### config.mk
export PLATFORM = sky130hd
export DESIGN_NAME = reg_writeback_queue_flat
export DESIGN_NICKNAME = d
export VERILOG_FILES = /design/src/rtl/reg_writeback_queue_if.sv /design/src/rtl/reg_writeback_queue.sv /design/src/flat_wrapper.sv
export SDC_FILE = /design/constraint.sdc
export NUM_CORES = 1
export LEC_CHECK = 0
export ABC_AREA = 1
export CORE_ASPECT_RATIO = 2
export CORE_MARGIN = 2
export CORE_UTILIZATION = 35
export DETAILED_ROUTE_END_ITERATION = 6
export HOLD_SLACK_MARGIN = 0.12
export SLEW_MARGIN = 20
export SYNTH_ARGS = -nofsm -noshare
export SYNTH_HDL_FRONTEND = slang
export SYNTH_SLANG_ARGS = --single-unit
### constraint.sdc
create_clock -name clk -period 1.72 [get_ports clk]
set_clock_uncertainty 0.05 [all_clocks]
set_input_delay 0.344 -clock clk [delete_from_list [all_inputs] [get_ports clk]]
set_output_delay 0.344 -clock clk [all_outputs]
set_load 0.1 [all_outputs]
### src/rtl/reg_writeback_queue_if.sv
// rtl/reg_writeback_queue_if.sv - bundle of write-back queue handshake, write-port and forwarding signals
//
// Purpose: groups every non-clock/reset signal of reg_writeback_queue so the
// pipeline top-level wires the execute stage, register file write port and
// read-stage forwarding through one connection.
//
// Signals (direction as seen from the slave, i.e. the queue):
//   in_valid   in   execute stage presents a result
//   in_ready   out  queue accepts a result this cycle
//   in_reg     in   destination register index
//   in_data    in   result value
//   stall_wr   in   register file write port busy; hold the queue head
//   regwrite   out  registered write strobe
//   write_reg  out  registered write index
//   write_data out  registered write value
//   fwd_reg    in   index being read by the decode/read stage
//   fwd_hit    out  a pending write targets fwd_reg
//   fwd_data   out  youngest pending value for fwd_reg
//   count      out  queue occupancy, excluding the output register
//
// Modports: master = execute/read-stage side, slave = the queue.
interface reg_writeback_queue_if #(
  parameter int DEPTH  = 4,
  parameter int DATA_W = 8,
  parameter int ADDR_W = 3
);
  logic                     in_valid;
  logic                     in_ready;
  logic [ADDR_W-1:0]        in_reg;
  logic [DATA_W-1:0]        in_data;
  logic                     stall_wr;
  logic                     regwrite;
  logic [ADDR_W-1:0]        write_reg;
  logic [DATA_W-1:0]        write_data;
  logic [ADDR_W-1:0]        fwd_reg;
  logic                     fwd_hit;
  logic [DATA_W-1:0]        fwd_data;
  logic [$clog2(DEPTH):0]   count;

  modport master (
    output in_valid, in_reg, in_data, stall_wr, fwd_reg,
    input  in_ready, regwrite, write_reg, write_data, fwd_hit, fwd_data, count
  );

  modport slave (
    input  in_valid, in_reg, in_data, stall_wr, fwd_reg,
    output in_ready, regwrite, write_reg, write_data, fwd_hit, fwd_data, count
  );
endinterface

### src/rtl/reg_writeback_queue.sv
// rtl/reg_writeback_queue.sv - in-order write-back queue feeding the 8x8 register file write port
//
// Purpose: buffers destination/result pairs from the execute stage in a small
// circular queue and drains one entry per cycle into registered write-port
// outputs. Optional forwarding of still-pending results to the read stage.
//
// Ports:
//   clk  in  sole clock, rising edge
//   rst  in  synchronous, active-high reset
//   bus  reg_writeback_queue_if.slave (handshake, write port, forwarding, count)
//
// Build option: define REG_WB_FORWARD_EN to build the forwarding comparators
// and priority mux. Without it fwd_hit/fwd_data are tied to 0, fwd_reg is
// ignored, and the read stage must interlock on count != 0 || regwrite.
module reg_writeback_queue #(
  parameter int DEPTH  = 4,
  parameter int DATA_W = 8,
  parameter int ADDR_W = 3
) (
  input logic                  clk,
  input logic                  rst,
  reg_writeback_queue_if.slave bus
);
  localparam int PTR_W = $clog2(DEPTH);
  localparam int CNT_W = PTR_W + 1;

  logic [ADDR_W-1:0] r_reg_mem  [DEPTH];
  logic [DATA_W-1:0] r_data_mem [DEPTH];
  logic [PTR_W-1:0]  r_head;
  logic [PTR_W-1:0]  r_tail;
  logic [CNT_W-1:0]  r_count;
  logic              r_regwrite;
  logic [ADDR_W-1:0] r_write_reg;
  logic [DATA_W-1:0] r_write_data;

  logic              w_in_ready;
  logic              w_push;
  logic              w_pop;
  logic              w_fwd_hit;
  logic [DATA_W-1:0] w_fwd_data;

  // No fall-through when full: a pop in the same cycle does not free a slot
  // until the next cycle, keeping in_ready a function of count and rst only.
  assign w_in_ready = (r_count != CNT_W'(DEPTH)) && !rst;
  assign w_push     = bus.in_valid && w_in_ready;
  assign w_pop      = (r_count != '0) && !bus.stall_wr;

  always_ff @(posedge clk) begin
    if (w_push) begin
      r_reg_mem[r_tail]  <= bus.in_reg;
      r_data_mem[r_tail] <= bus.in_data;
    end
  end

  always_ff @(posedge clk) begin
    if (rst) begin
      r_head       <= '0;
      r_tail       <= '0;
      r_count      <= '0;
      r_regwrite   <= 1'b0;
      r_write_reg  <= '0;
      r_write_data <= '0;
    end else begin
      if (w_push) begin
        r_tail <= r_tail + 1'b1;
      end
      if (w_pop) begin
        r_head       <= r_head + 1'b1;
        r_write_reg  <= r_reg_mem[r_head];
        r_write_data <= r_data_mem[r_head];
      end
      r_regwrite <= w_pop;
      case ({w_push, w_pop})
        2'b10:   r_count <= r_count + 1'b1;
        2'b01:   r_count <= r_count - 1'b1;
        default: r_count <= r_count;
      endcase
    end
  end

`ifdef REG_WB_FORWARD_EN
  // Scan from the output register through the queue oldest to youngest so the
  // last match wins: youngest queue entry beats older ones beats the output.
  always_comb begin
    w_fwd_hit  = 1'b0;
    w_fwd_data = '0;
    if (r_regwrite && (r_write_reg == bus.fwd_reg)) begin
      w_fwd_hit  = 1'b1;
      w_fwd_data = r_write_data;
    end
    for (int k = 0; k < DEPTH; k++) begin
      if ((CNT_W'(k) < r_count) &&
          (r_reg_mem[r_head + PTR_W'(k)] == bus.fwd_reg)) begin
        w_fwd_hit  = 1'b1;
        w_fwd_data = r_data_mem[r_head + PTR_W'(k)];
      end
    end
  end
`else
  logic w_unused_fwd;
  assign w_unused_fwd = ^bus.fwd_reg;
  assign w_fwd_hit    = 1'b0;
  assign w_fwd_data   = '0;
`endif

  assign bus.in_ready   = w_in_ready;
  assign bus.regwrite   = r_regwrite;
  assign bus.write_reg  = r_write_reg;
  assign bus.write_data = r_write_data;
  assign bus.fwd_hit    = w_fwd_hit;
  assign bus.fwd_data   = w_fwd_data;
  assign bus.count      = r_count;
endmodule
### src/flat_wrapper.sv
// flat-port wrapper written by rule: the top's interface ports become plain ports
module reg_writeback_queue_flat 
#(
  parameter int DEPTH  = 4,
  parameter int DATA_W = 8,
  parameter int ADDR_W = 3
)
  (clk, rst, bus_in_valid, bus_in_reg, bus_in_data, bus_stall_wr, bus_fwd_reg, bus_in_ready, bus_regwrite, bus_write_reg, bus_write_data, bus_fwd_hit, bus_fwd_data, bus_count);
  reg_writeback_queue_if #(.DEPTH(DEPTH), .DATA_W(DATA_W), .ADDR_W(ADDR_W)) bus_i ();
  input logic clk;
  input logic rst;
  input wire logic [$bits(bus_i.in_valid)-1:0] bus_in_valid;
  input wire logic [$bits(bus_i.in_reg)-1:0] bus_in_reg;
  input wire logic [$bits(bus_i.in_data)-1:0] bus_in_data;
  input wire logic [$bits(bus_i.stall_wr)-1:0] bus_stall_wr;
  input wire logic [$bits(bus_i.fwd_reg)-1:0] bus_fwd_reg;
  output wire logic [$bits(bus_i.in_ready)-1:0] bus_in_ready;
  output wire logic [$bits(bus_i.regwrite)-1:0] bus_regwrite;
  output wire logic [$bits(bus_i.write_reg)-1:0] bus_write_reg;
  output wire logic [$bits(bus_i.write_data)-1:0] bus_write_data;
  output wire logic [$bits(bus_i.fwd_hit)-1:0] bus_fwd_hit;
  output wire logic [$bits(bus_i.fwd_data)-1:0] bus_fwd_data;
  output wire logic [$bits(bus_i.count)-1:0] bus_count;
  assign bus_i.in_valid = bus_in_valid;
  assign bus_i.in_reg = bus_in_reg;
  assign bus_i.in_data = bus_in_data;
  assign bus_i.stall_wr = bus_stall_wr;
  assign bus_i.fwd_reg = bus_fwd_reg;
  assign bus_in_ready = bus_i.in_ready;
  assign bus_regwrite = bus_i.regwrite;
  assign bus_write_reg = bus_i.write_reg;
  assign bus_write_data = bus_i.write_data;
  assign bus_fwd_hit = bus_i.fwd_hit;
  assign bus_fwd_data = bus_i.fwd_data;
  assign bus_count = bus_i.count;
  reg_writeback_queue #(.DEPTH(DEPTH), .DATA_W(DATA_W), .ADDR_W(ADDR_W)) u_core (.clk(clk), .rst(rst), .bus(bus_i));
endmodule
# Word level (Yosys, flattened, before mapping)
# Memories as Yosys holds them, arrays and structs flattened. A register that Yosys moved wholly into a read port is not among the register bits.
# Cells that the tools add are included.
# op_classes
multipliers	0
n_lt_le_gt_ge	0
shifts	0
eq_ne	3
n_reduce_logical	7
bitwise_logic	0
n_div	0
mux	3
n_addsub	4
# ops
op	n
$pmux 3 s2	1
$add 2x1->2 const B	2
$add 3x1->3 const B	1
$logic_and 1x1->1	3
$ne 3x3->1 const B	1
$reduce_bool 3->1	1
$sub 3x1->3 const B	1
$eq 2x1->1 const B	1
$eq 2x2->1 const B	1
$logic_not 1->1	2
$mux 1	2
$reduce_bool 2->1	1
# word_totals
register_bits	8
latchBits	0
romBits	0
ramBits	44
in_bits	18
n_memories	2
# mem_list
name	depth	width	rd	rd_clocked_by_memory_dff	write_ports	line	rtl
u_core.r_data_mem	4	8	1	1	1	reg_writeback_queue.sv:28	logic [DATA_W-1:0] r_data_mem [DEPTH];
u_core.r_reg_mem	4	3	1	1	1	reg_writeback_queue.sv:27	logic [ADDR_W-1:0] r_reg_mem [DEPTH];

# Depth between registers and ports, before layout
# depth
depth_word	5
mapped_depth	13

# Worst setup path before layout
# OpenSTA, ideal clock, no wires.
# synth_timing
path_kind	register to output
start	register u_core.r_count[0], in the netlist u_core.bus.count[0]
end	output bus_in_ready
path_stages_with_launch	3
setup_slack_ns	-1.289
path_buffers	0
arrival_ns	2.615
cell_sequence	dfxtp_1 -> nor2_4 -> a21oi_1
# synth_between
elab_chain_cells	2
# synth_rtl
element	line	rtl
start, declared	reg_writeback_queue.sv:31	logic [CNT_W-1:0] r_count;
start signal, assigned	reg_writeback_queue.sv:74	2'b10: r_count <= r_count + 1'b1;
start signal, assigned	reg_writeback_queue.sv:75	2'b01: r_count <= r_count - 1'b1;
start signal, assigned	reg_writeback_queue.sv:76	default: r_count <= r_count;
$ne 3x3->1	reg_writeback_queue.sv:44	assign w_in_ready = (r_count != CNT_W'(DEPTH)) && !rst;
$logic_and 1x1->1	reg_writeback_queue.sv:44	
end, declared	flat_wrapper.sv:17	output wire logic [$bits(bus_i.in_ready)-1:0] bus_in_ready;
# No other way between the ends.

# Worst setup path in the final report
# layout_timing
start	register u_core.r_count[0], in the netlist u_core.bus.count[0]
end	register u_core.r_count[2], in the netlist u_core.bus.count[2]
# layout_between
elab_chain_cells	5
elab_cells_between_ends	11
classes_between	add/sub: 2; eq/ne: 3; mux: 1; reduce/logical: 5
# layout_rtl
element	line	rtl
$ne 3x3->1	reg_writeback_queue.sv:44	
$logic_and 1x1->1	reg_writeback_queue.sv:44	
$logic_and 1x1->1	reg_writeback_queue.sv:45	assign w_push = bus.in_valid && w_in_ready;
$eq 2x1->1 / $eq 2x2->1 (equally long branches)	reg_writeback_queue.sv:73	case ({w_push, w_pop})
$pmux 3 s2 / $reduce_bool 2->1 (equally long branches)	-	
# Several ways; a longest one is shown, not always the timed one.
# A chain may end at the register's enable or synchronous reset.

==> results by group <==
Floorplanning
  – Starting Density: 35.7%
  – Core Region: 0.00817 sq mm
  – Die ar.: 0.00912 sq mm
  – Boundary pin count: 43
  – Row count: 47
  – Die height: 133 um
  – Die X: 68.5 um

Global route
  – Vias in the first global route: 1951
  – Initial antenna violation count: 0
  – Largest net degree at the start of global routing: 26
  – Tot GR Track Use: 13.1%
  – GRT overflow: 0
  – First-pass GRT wire length: 8.60 mm

Place
  – Setup slack at placement: -0.271 ns
  – Port Buf Inserts: 30
  – Dpl cell area: 0.00353 sq mm
  – GP Congestion: 0.768
  – Post-DP HPWL: 3.61 mm

Critical path
  – Slowest CP cell: fa_2
  – Worst-path cell chain: nor2_4 > nand2_2 > nand3_4 > ha_4 > inv_4 > fa_2 > inv_2 > nand2_2 > nand3_2 > nand2_1 > nand2_1 > nor2_1
  – Crit path max fanout: 3
  – Max incr delay on CP: 0.37 ns
  – Crit path arrival time: 1.89 ns
  – Register-to-Register Path Depth: 12
  – Crit path kind: flip-flop to flip-flop
  – Flop2flop setup slack: -0.009 ns
  – Worst Setup Start Kind: flip-flop
  – Required time of the worst setup path: 1.88 ns
  – CP endpoint kind: flip-flop

Drt
  – Iteration-0 DRC Markers: 79
  – Drt wl/cell: 10.8 um
  – Post-Route WL: 5.13 mm
  – Routed vias/inst: 4.26
  – Drt pass-1 iters: 4
  – DRC viols: 0
  – DRT antenna net count: 0
  – Via Count: 2023

Pwr
  – Comb power frac: 43.4%
  – Sw Ratio: 39.2%
  – PwrDens: 1680 mW/mm^2
  – Static leakage: 0.00179 uW
  – Maximum vdd drop: 723 uV
  – Reg power frac: 30.9%
  – Total internal power: 3960 uW
  – Clock power share: 25.7%
  – Switching pwr: 2550 uW

Job
  – Max-Cap Viols: 0

Synth
  – Synth warn: 0
  – Area leader, netlist: edfxtp_1
  – Mapped Area: 0.00292 sq mm
  – Synth top area share: 45.3%
  – Synthesized flop and latch total: 63
  – Synth top area cells: edfxtp_1, dfxtp_1, nand2_1, inv_1, nand3_1
  – Seq/Total Area, Yosys: 58.4%
  – Cell variety after synth: 25
  – Mean Syn Cell Area: 9.08 sq um
  – Synth Instances: 321

Finish
  – Max reg flops: 32
  – Post-route design area: 0.00388 sq mm
  – Commonest non-fill, non-tap cell in the layout: nand2_1
  – Synthesis-to-layout area growth: 33.0%
  – Share of cells above drive strength 1: 19.6%
  – Nets@finish: 396
  – ANT cells: 0
  – Leading cell types in the layout, fill and taps excluded: nand2_1, inv_1, edfxtp_1
  – Largest register by flop count: u_core.r_data_mem

STA
  – Final setup violation count: 1
  – Final worst slack: -0.00933 ns
  – RSZ-0062 raised after global routing: true
  – Peak Freq: 578 MHz
  – Min Clock Period, post-route: 1.73 ns
  – Slew Viols, Final: 0
  – Final Hold Viols: 0
  – Tcrit/Tclk final: 101%

Clock network
  – Post-CTS Hold Buffers: 0
  – Htree depth: 3
  – Clock latency at the later pin of the worst-skew pair: 0.32 ns
  – Clock Tree Buf Depth: 2
  – CTS buffer count: 9
  – Clock slew at reported path FFs: 0.05 ns
  – CTS tree: done
  – # clock sinks: 63
  – Clock root cell: clkbuf_16

Min path
  – HP Class: input port to flip-flop
  – Worst hold path depth: 3

Status
  – Violated checks: setup timing
  – Status: finished with violations
==> final timing paths <==
| kind | startpoint | end |
|---|---|---|
| setup / recovery | u_core.bus.count[0]$_SDFFE_PP0P_ | u_core.bus.count[2]$_SDFFE_PP0P_ |
| hold reg to reg | u_core.r_tail[1]$_SDFFE_PP0P_ | u_core.r_tail[1]$_SDFFE_PP0P_ |
| hold / removal | rst | u_core.r_head[1]$_SDFFE_PP0P_ |
| setup reg to reg | u_core.bus.count[0]$_SDFFE_PP0P_ | u_core.bus.count[2]$_SDFFE_PP0P_ |
==> Yosys cell counts, drive strengths merged <==
library cell,count
dfxtp,19
inv,73
fa,1
nand2,91
a21oi,4
edfxtp,44
buf,18
nand3,27
o21ai,3
nand4,1
nor2,33
ha,5
clkbuf,1
conb,1
==> logic make-up after synthesis <==
logic type	after synthesis	synth area share [%]
buf+inv	92	15.3
fa+ha+maj	6	2.83
other cells	1	0.129
simple gates	152	21.9
flops	63	58.4
compound gates	7	1.46
==> power by group through the flow <==
stage	registers [uW]	logic [uW]	clock network, uW
floorplan	2850	1110	0
finish	2010	2830	1670
detailed placement	2050	2710	0
CTS	2020	2720	1710
global route	2030	3070	1760
global placement	2040	2690	0
==> layer usage <==
layer / vias up / share of wire [%] / GRT usage [%]
met5: - / 0 / 0
met4: 0 / 3.4 / 8.44
met3: 12 / 3.9 / 4.25
met2: 46 / 54 / 21.6
met1: 911 / 39 / 13.4
li1: 1054 / - / -
==> area by class of cell <==
class / instances / area, sq um
fill: 724 / 4300
sequential: 63 / 1710
multi-input combinational: 174 / 845
timing repair buffer: 51 / 633
inverter: 73 / 284
clock buffer: 11 / 233
tap: 98 / 123
clock inverter: 5 / 48.8
==> through the flow <==
step | instances | util, % | total power (uW) | setup TNS, ns | hold WS, ns
2_1_floorplan | 329 | - | 3960 | -3.40 | 0.356
3_3_place_gp | 454 | 43.2 | 4730 | -4.53 | 0.471
3_5_place_dp | 454 | 43.2 | 4760 | -4.42 | 0.461
4_1_cts | 470 | 46.7 | 6450 | 0 | 0.476
5_1_grt | 475 | 47.5 | 6860 | -0.171 | 0.366
6_report | 475 | 47.5 | 6520 | -0.00933 | 0.349
==> worst max-delay path: cells and delay by family (launching register included) <==
kind / cells / cell delay (ns)
flip-flops: 1 / 0.35
AND/OR/NAND/NOR: 8 / 0.60
adder cells (fa/ha/maj): 2 / 0.52
buffers and inverters: 2 / 0.11
==> repair_timing <==
action                     4_1_cts  5_1_grt
hold endpoints to repair         0        0
setup endpoints to repair        0        2
setup buffers                    0        5
resized for setup                0        6
Power figures use the tool's default switching activity.
